===== config.mk =====
export PLATFORM = sky130hd
export DESIGN_NAME = wb_arb2_rr
export DESIGN_NICKNAME = d
export VERILOG_FILES = /design/src/rtl/wb_arb_pkg.sv /design/src/rtl/wb_arb_watchdog.sv /design/src/rtl/wb_arb2_rr.sv
export SDC_FILE = /design/constraint.sdc
export NUM_CORES = 1
export LEC_CHECK = 0
export BUFFER_PORTS_ARGS = -buffer_cell sky130_fd_sc_hd__buf_2
export CAP_MARGIN = 5
export CORE_AREA = 3 3 128 130
export DETAILED_ROUTE_END_ITERATION = 8
export DIE_AREA = 0 0 131 133
export GPL_TIMING_DRIVEN = 0
export PLACE_DENSITY_LB_ADDON = 0.3
export SETUP_SLACK_MARGIN = 0.2
export SLEW_MARGIN = 10
export SYNTH_ARGS = -nofsm -noshare
export SYNTH_HDL_FRONTEND = slang
export SYNTH_SLANG_ARGS = --single-unit
export TNS_END_PERCENT = 50

===== constraint.sdc =====
create_clock -name wb_clk_i -period 1.7 [get_ports wb_clk_i]
set_input_delay 0.17 -clock wb_clk_i [delete_from_list [all_inputs] [get_ports wb_clk_i]]
set_output_delay 0.17 -clock wb_clk_i [all_outputs]
set_load 0.05 [all_outputs]

===== src/rtl/wb_arb_pkg.sv =====
// Shared constants for the Wishbone two-master arbiter.
// Arbiter state encodings and Wishbone cycle-type codes.
package wb_arb_pkg;

  typedef logic [1:0] arb_state_t;

  localparam arb_state_t ARB_IDLE = 2'd0;
  localparam arb_state_t ARB_GNT0 = 2'd1;
  localparam arb_state_t ARB_GNT1 = 2'd2;

  localparam logic [2:0] CTI_CLASSIC = 3'b000;
  localparam logic [2:0] CTI_INCR    = 3'b010;
  localparam logic [2:0] CTI_EOB     = 3'b111;

endpackage


===== src/rtl/wb_arb_watchdog.sv =====
// Stall watchdog: counts stalled strobe cycles, pulses tmo_o at LIMIT-1.
// Ports: clk, rst (sync high), en (owner stb), term (any slave
// termination), clr (grant change) -> tmo_o (one-cycle timeout pulse).
module wb_arb_watchdog #(
  parameter int unsigned LIMIT = 255
) (
  input  logic clk,
  input  logic rst,
  input  logic en,
  input  logic term,
  input  logic clr,
  output logic tmo_o
);

  localparam logic [15:0] LAST = 16'(LIMIT - 1);

  logic [15:0] cnt_q;
  logic [15:0] cnt_d;

  assign tmo_o = en & ~term & (cnt_q == LAST);

  // Restart after the pulse so a persisting strobe gets a fresh window.
  always_comb begin
    cnt_d = cnt_q + 16'd1;
    if (!en || term || clr || tmo_o) begin
      cnt_d = '0;
    end
  end

  always_ff @(posedge clk) begin
    if (rst) begin
      cnt_q <= '0;
    end else begin
      cnt_q <= cnt_d;
    end
  end

endmodule


===== src/rtl/wb_arb2_rr.sv =====
// Two-master Wishbone B3 round-robin arbiter onto one slave port.
// Ports: wb_clk_i/wb_rst_i (sync high); m0_*/m1_* master buses in/out;
// s_* slave bus; grant_o one-hot owner {m1,m0}, 00 when idle.
// Optional stall watchdog enabled by defining WB_ARB2_TIMEOUT_EN.
module wb_arb2_rr
  import wb_arb_pkg::*;
#(
  parameter int unsigned AW             = 32,
  parameter int unsigned DW             = 32,
  parameter int unsigned TIMEOUT_CYCLES = 255
) (
  input  logic            wb_clk_i,
  input  logic            wb_rst_i,

  input  logic [AW-1:0]   m0_adr_i,
  input  logic [DW-1:0]   m0_dat_i,
  input  logic [DW/8-1:0] m0_sel_i,
  input  logic            m0_we_i,
  input  logic            m0_cyc_i,
  input  logic            m0_stb_i,
  input  logic [2:0]      m0_cti_i,
  input  logic [1:0]      m0_bte_i,
  output logic [DW-1:0]   m0_dat_o,
  output logic            m0_ack_o,
  output logic            m0_err_o,
  output logic            m0_rty_o,

  input  logic [AW-1:0]   m1_adr_i,
  input  logic [DW-1:0]   m1_dat_i,
  input  logic [DW/8-1:0] m1_sel_i,
  input  logic            m1_we_i,
  input  logic            m1_cyc_i,
  input  logic            m1_stb_i,
  input  logic [2:0]      m1_cti_i,
  input  logic [1:0]      m1_bte_i,
  output logic [DW-1:0]   m1_dat_o,
  output logic            m1_ack_o,
  output logic            m1_err_o,
  output logic            m1_rty_o,

  output logic [AW-1:0]   s_adr_o,
  output logic [DW-1:0]   s_dat_o,
  output logic [DW/8-1:0] s_sel_o,
  output logic            s_we_o,
  output logic            s_cyc_o,
  output logic            s_stb_o,
  output logic [2:0]      s_cti_o,
  output logic [1:0]      s_bte_o,
  input  logic [DW-1:0]   s_dat_i,
  input  logic            s_ack_i,
  input  logic            s_err_i,
  input  logic            s_rty_i,

  output logic [1:0]      grant_o
);

  arb_state_t state_q, state_d;
  // 1 = m1 was served last, so m0 wins the next tie.
  logic       last_q, last_d;

  logic gnt0;
  logic gnt1;
  logic own_stb;
  logic term;
  logic tmo;

  assign gnt0    = (state_q == ARB_GNT0);
  assign gnt1    = (state_q == ARB_GNT1);
  assign grant_o = {gnt1, gnt0};
  assign own_stb = (gnt0 & m0_stb_i) | (gnt1 & m1_stb_i);
  assign term    = s_ack_i | s_err_i | s_rty_i;

  always_comb begin
    state_d = state_q;
    last_d  = last_q;
    unique case (state_q)
      ARB_GNT0: begin
        if (!m0_cyc_i) begin
          last_d  = 1'b0;
          state_d = m1_cyc_i ? ARB_GNT1 : ARB_IDLE;
        end
      end
      ARB_GNT1: begin
        if (!m1_cyc_i) begin
          last_d  = 1'b1;
          state_d = m0_cyc_i ? ARB_GNT0 : ARB_IDLE;
        end
      end
      default: begin
        state_d = ARB_IDLE;
        if (m0_cyc_i && m1_cyc_i) begin
          state_d = last_q ? ARB_GNT0 : ARB_GNT1;
        end else if (m0_cyc_i) begin
          state_d = ARB_GNT0;
        end else if (m1_cyc_i) begin
          state_d = ARB_GNT1;
        end
      end
    endcase
  end

  always_ff @(posedge wb_clk_i) begin
    if (wb_rst_i) begin
      state_q <= ARB_IDLE;
      last_q  <= 1'b1;
    end else begin
      state_q <= state_d;
      last_q  <= last_d;
    end
  end

`ifdef WB_ARB2_TIMEOUT_EN
  wb_arb_watchdog #(
    .LIMIT (TIMEOUT_CYCLES)
  ) u_wdog (
    .clk   (wb_clk_i),
    .rst   (wb_rst_i),
    .en    (own_stb),
    .term  (term),
    .clr   (state_d != state_q),
    .tmo_o (tmo)
  );
`else
  logic unused_wdog;
  assign unused_wdog = own_stb ^ term ^ (TIMEOUT_CYCLES != 0);
  assign tmo = 1'b0;
`endif

  // Read data fans out to both; the gated ack keeps the loser blind.
  assign m0_dat_o = s_dat_i;
  assign m1_dat_o = s_dat_i;

  always_comb begin
    s_adr_o  = '0;
    s_dat_o  = '0;
    s_sel_o  = '0;
    s_we_o   = 1'b0;
    s_cyc_o  = 1'b0;
    s_stb_o  = 1'b0;
    s_cti_o  = '0;
    s_bte_o  = '0;
    m0_ack_o = 1'b0;
    m0_err_o = 1'b0;
    m0_rty_o = 1'b0;
    m1_ack_o = 1'b0;
    m1_err_o = 1'b0;
    m1_rty_o = 1'b0;
    unique case (1'b1)
      gnt0: begin
        s_adr_o  = m0_adr_i;
        s_dat_o  = m0_dat_i;
        s_sel_o  = m0_sel_i;
        s_we_o   = m0_we_i;
        s_cyc_o  = m0_cyc_i;
        s_stb_o  = m0_stb_i & ~tmo;
        s_cti_o  = m0_cti_i;
        s_bte_o  = m0_bte_i;
        m0_ack_o = s_ack_i;
        m0_err_o = s_err_i | tmo;
        m0_rty_o = s_rty_i;
      end
      gnt1: begin
        s_adr_o  = m1_adr_i;
        s_dat_o  = m1_dat_i;
        s_sel_o  = m1_sel_i;
        s_we_o   = m1_we_i;
        s_cyc_o  = m1_cyc_i;
        s_stb_o  = m1_stb_i & ~tmo;
        s_cti_o  = m1_cti_i;
        s_bte_o  = m1_bte_i;
        m1_ack_o = s_ack_i;
        m1_err_o = s_err_i | tmo;
        m1_rty_o = s_rty_i;
      end
      default: begin
      end
    endcase
  end

endmodule


==> flow_summary.toml <==
[min_path]
min_path_type = "input port to register"
hp-start = "wb_rst_i"
min_path_cells = 2
min_to = "state_q[0]$_SDFFE_PP0P_"

[yosys]
ys_seq_area_share_pct = 3.453
synth.yosys.warnings = 0
synthCells = 274
postSynthAreaPerCell_um2 = 6.347
syn_area_mm2 = 0.001739
synthesis.nets = 467
synthDistinctLibCells = 20
synth-seq-cells = 3

[timing]
period_minus_slack_ns = 1.762
tightest_slew_ns = 0.2981
skew_ns = 0.001648
fmax_mhz = 567.4
slew_viol_final = 0
finalCritPeriodShare_pct = 103.7
finalSetupViolations = 49
rsz0062_at_grt = "yes"
worst_slack_ns = -0.06233
slew_headroom_pct = 80.13
hold_violations = 0

[cells_and_area]
seqCellArea_um2 = 67.56
diodes = 0
stdcell_area_mm2 = 0.005685
drive_gt1_share_pct = 96.64
final_cells = 806
area_growth_syn_to_layout_pct = 226.9
n_fill_cell = 1541
multi_input_area_mm2 = 0.002019
nNetsFinal = 789

[worst_setup_path]
rr_startpoint = "state_q[0]$_SDFFE_PP0P_"
crit_path_top_delay_cell = "dfxtp_4"
critPathMaxStageDelay_ns = 0.35
path_max_fanout = 9
worst-path-stages = 7
reg2regPathDepth = 7
r2r_setup_slack_ns = 0.28
cp-end-kind = "output pin"
crit_required_ns = 1.53
worstSetupStartpointType = "register"
path_delay_family = "buffers and inverters"
setup.worst_path.class = "register to output pin"
worstPathArrival_ns = 1.59
cpMostUsedCell = "buf_12"
r2r-end = "state_q[1]$_SDFFE_PP0P_"
crit_chain = "inv_4 > ha_4 > buf_12 > buf_12 > a22oi_2 > nor2_4 > buf_8"
crit_buf_inv = 4

[grt]
grt_busiest_layer = "met2"
antenna_found_initial = 0
grt_overflow_total = 0
grt_pass1_vias = 3369
grt_max_degree = 11
grt_pass1_wl_um = 16220
grt.total_usage_pct = 11.54
grtUsageMet2_pct = 23.59
grtUsageMet1_pct = 11.37
grt.met3_usage_pct = 2.059

[pwr]
ir_drop_mv = 0.3476
power.total_w = 0.004359
power_density_mw_per_mm2 = 766.7
static-leakage-power_nw = 2.400

[floorplanning]
die_h_um = 133
ioPinCount = 337
rows = 45
core_mm2 = 0.01526
die-area_mm2 = 0.01742
die_w_um = 131
initial_utilization_pct = 11.40

[cts]
ctsRootBufferMaster = "clkbuf_16"
numClockSinks = 3
cts_buffers = 3
path_clk_slew_ns = 0.03
cts_tree = "built"
cts_hold_buf = 0
h-tree-depth = 1
clk_path_buf_depth = 2
clock_latency_ns = 0.22

[routing]
ant_nets = 0
vias = 3203
vias_per_cell = 3.974
wl_per_cell_um = 14.35
dr.pass1.iters = 4
routed_wirelength_um = 11570
drc = 0
drtIter0Drc = 48

[placed_design]
numPortBuffers = 304
gp_congestion = 0.7199
dp_cells = 789
dpl-instance-area_mm2 = 0.004187
dp_slack_ns = -0.2693
dp_hpwl_um = 8835

[outcome]
status = "finished, violations left"
violations = "negative setup slack"

[run]
maxCapViolations = 0
==> where the power goes <==
group / internal (W) / switching, W
Sequential: 0.0000851 / 0.0000147
Clock: 0.000309 / 0.0000629
Combinational: 0.00159 / 0.00230
==> kinds of logic (layout without fill, tap and decap cells) <==
kind of cell / Yosys count / count (layout) / share of synthesized area (%)
flops: 3 / 3 / 3.453
buf+inv: 95 / 416 / 37.12
simple gates: 88 / 88 / 20.43
fa+ha+maj: 4 / 4 / 2.878
compound gates: 84 / 84 / 36.11
==> how the worst max path moves through the flow <==
stage	end	slack [ns]	startpoint
CTS	s_cyc_o	-0.07	state_q[0]$_SDFFE_PP0P_
global route	s_dat_o[24]	-0.10	state_q[0]$_SDFFE_PP0P_
finish	s_dat_o[24]	-0.06	state_q[0]$_SDFFE_PP0P_
floorplan	s_adr_o[11]	0.21	state_q[1]$_SDFFE_PP0P_
detailed placement	s_dat_o[12]	-0.27	state_q[1]$_SDFFE_PP0P_
global placement	s_dat_o[24]	-0.27	state_q[1]$_SDFFE_PP0P_
==> cell type report <==
class,instances,share of cell area [%]
Multi-Input combinational cell,176,35.52
Clock buffer,4,1.386
Tap cell,211,4.643
Timing Repair Buffer,317,40.29
Sequential cell,3,1.188
Buffer,92,16.73
Inverter,3,0.2421
==> repair_timing <==
| action | 4_1_cts | 5_1_grt |
|---|---|---|
| gates resized for setup | 294 | 43 |
| pin swaps | 69 | 10 |
| setup buffers | 6 | 3 |
| cloned | 1 | 3 |
| endpoints found under the setup margin | 82 | 83 |
==> through the flow <==
stage               TNS [ns]  hold slack [ns]  util [%]
floorplan                  0           0.2314         -
global placement      -15.39           0.3932     27.44
detailed placement    -14.92           0.3862     27.44
CTS                   -2.600           0.1529     35.56
global route          -5.293           0.1670     37.26
finish               -0.8475           0.1588     37.26
==> worst reg2reg max path: stages, from the launching register on <==
cell and delay [ns]:
dfxtp_4 0.35, inv_4 0.07, ha_4 0.20, buf_8 0.13
buf_12 0.16, buf_6 0.14, o21ai_0 0.16, o32ai_1 0.10
==> placed cells by master, fill, tap and decap left out, drive strengths merged, types with 2 or more instances in the layout <==
cell	instances
and2	6
dfxtp	3
clkbuf	7
ha	4
o21ai	2
a22oi	76
inv	3
a21oi	2
buf	406
nor2	78
==> registers in the layout (all words and copies together) (netlist names) <==
register	count
state_q	2
last_q	1
==> synthesized netlist by cell type <==
| cell | number | share of area, % |
|---|---|---|
| and3b_1 | 1 | 0.50 |
| a22oi_1 | 76 | 33 |
| o21ai_1 | 1 | 0.29 |
| buf_2 | 18 | 5.2 |
| o21bai_1 | 1 | 0.43 |
| a31oi_1 | 1 | 0.36 |
| nand3b_1 | 1 | 0.43 |
| nand2_1 | 1 | 0.22 |
| and2_1 | 6 | 2.2 |
| buf_4 | 71 | 31 |
| o21ai_0 | 1 | 0.29 |
| a2111oi_2 | 1 | 0.86 |
| ha_1 | 4 | 2.9 |
| nor2_1 | 78 | 17 |
| o32ai_1 | 1 | 0.50 |
| nand3_1 | 1 | 0.29 |
| clkbuf_1 | 3 | 0.65 |
| a21oi_1 | 2 | 0.58 |
| dfxtp_1 | 3 | 3.5 |
| inv_1 | 3 | 0.65 |
==> routing by layer <==
| layer | up-vias | share of wire, % | routed length, um |
|---|---|---|---|
| met1 | 1435 | 33 | 3793 |
| li1 | 1546 | - | - |
| met4 | 0 | 1.9 | 225 |
| met5 | - | 0 | 0 |
| met2 | 208 | 55 | 6418 |
| met3 | 14 | 9.8 | 1128 |
Note: power is estimated with default switching activity, not from simulation.
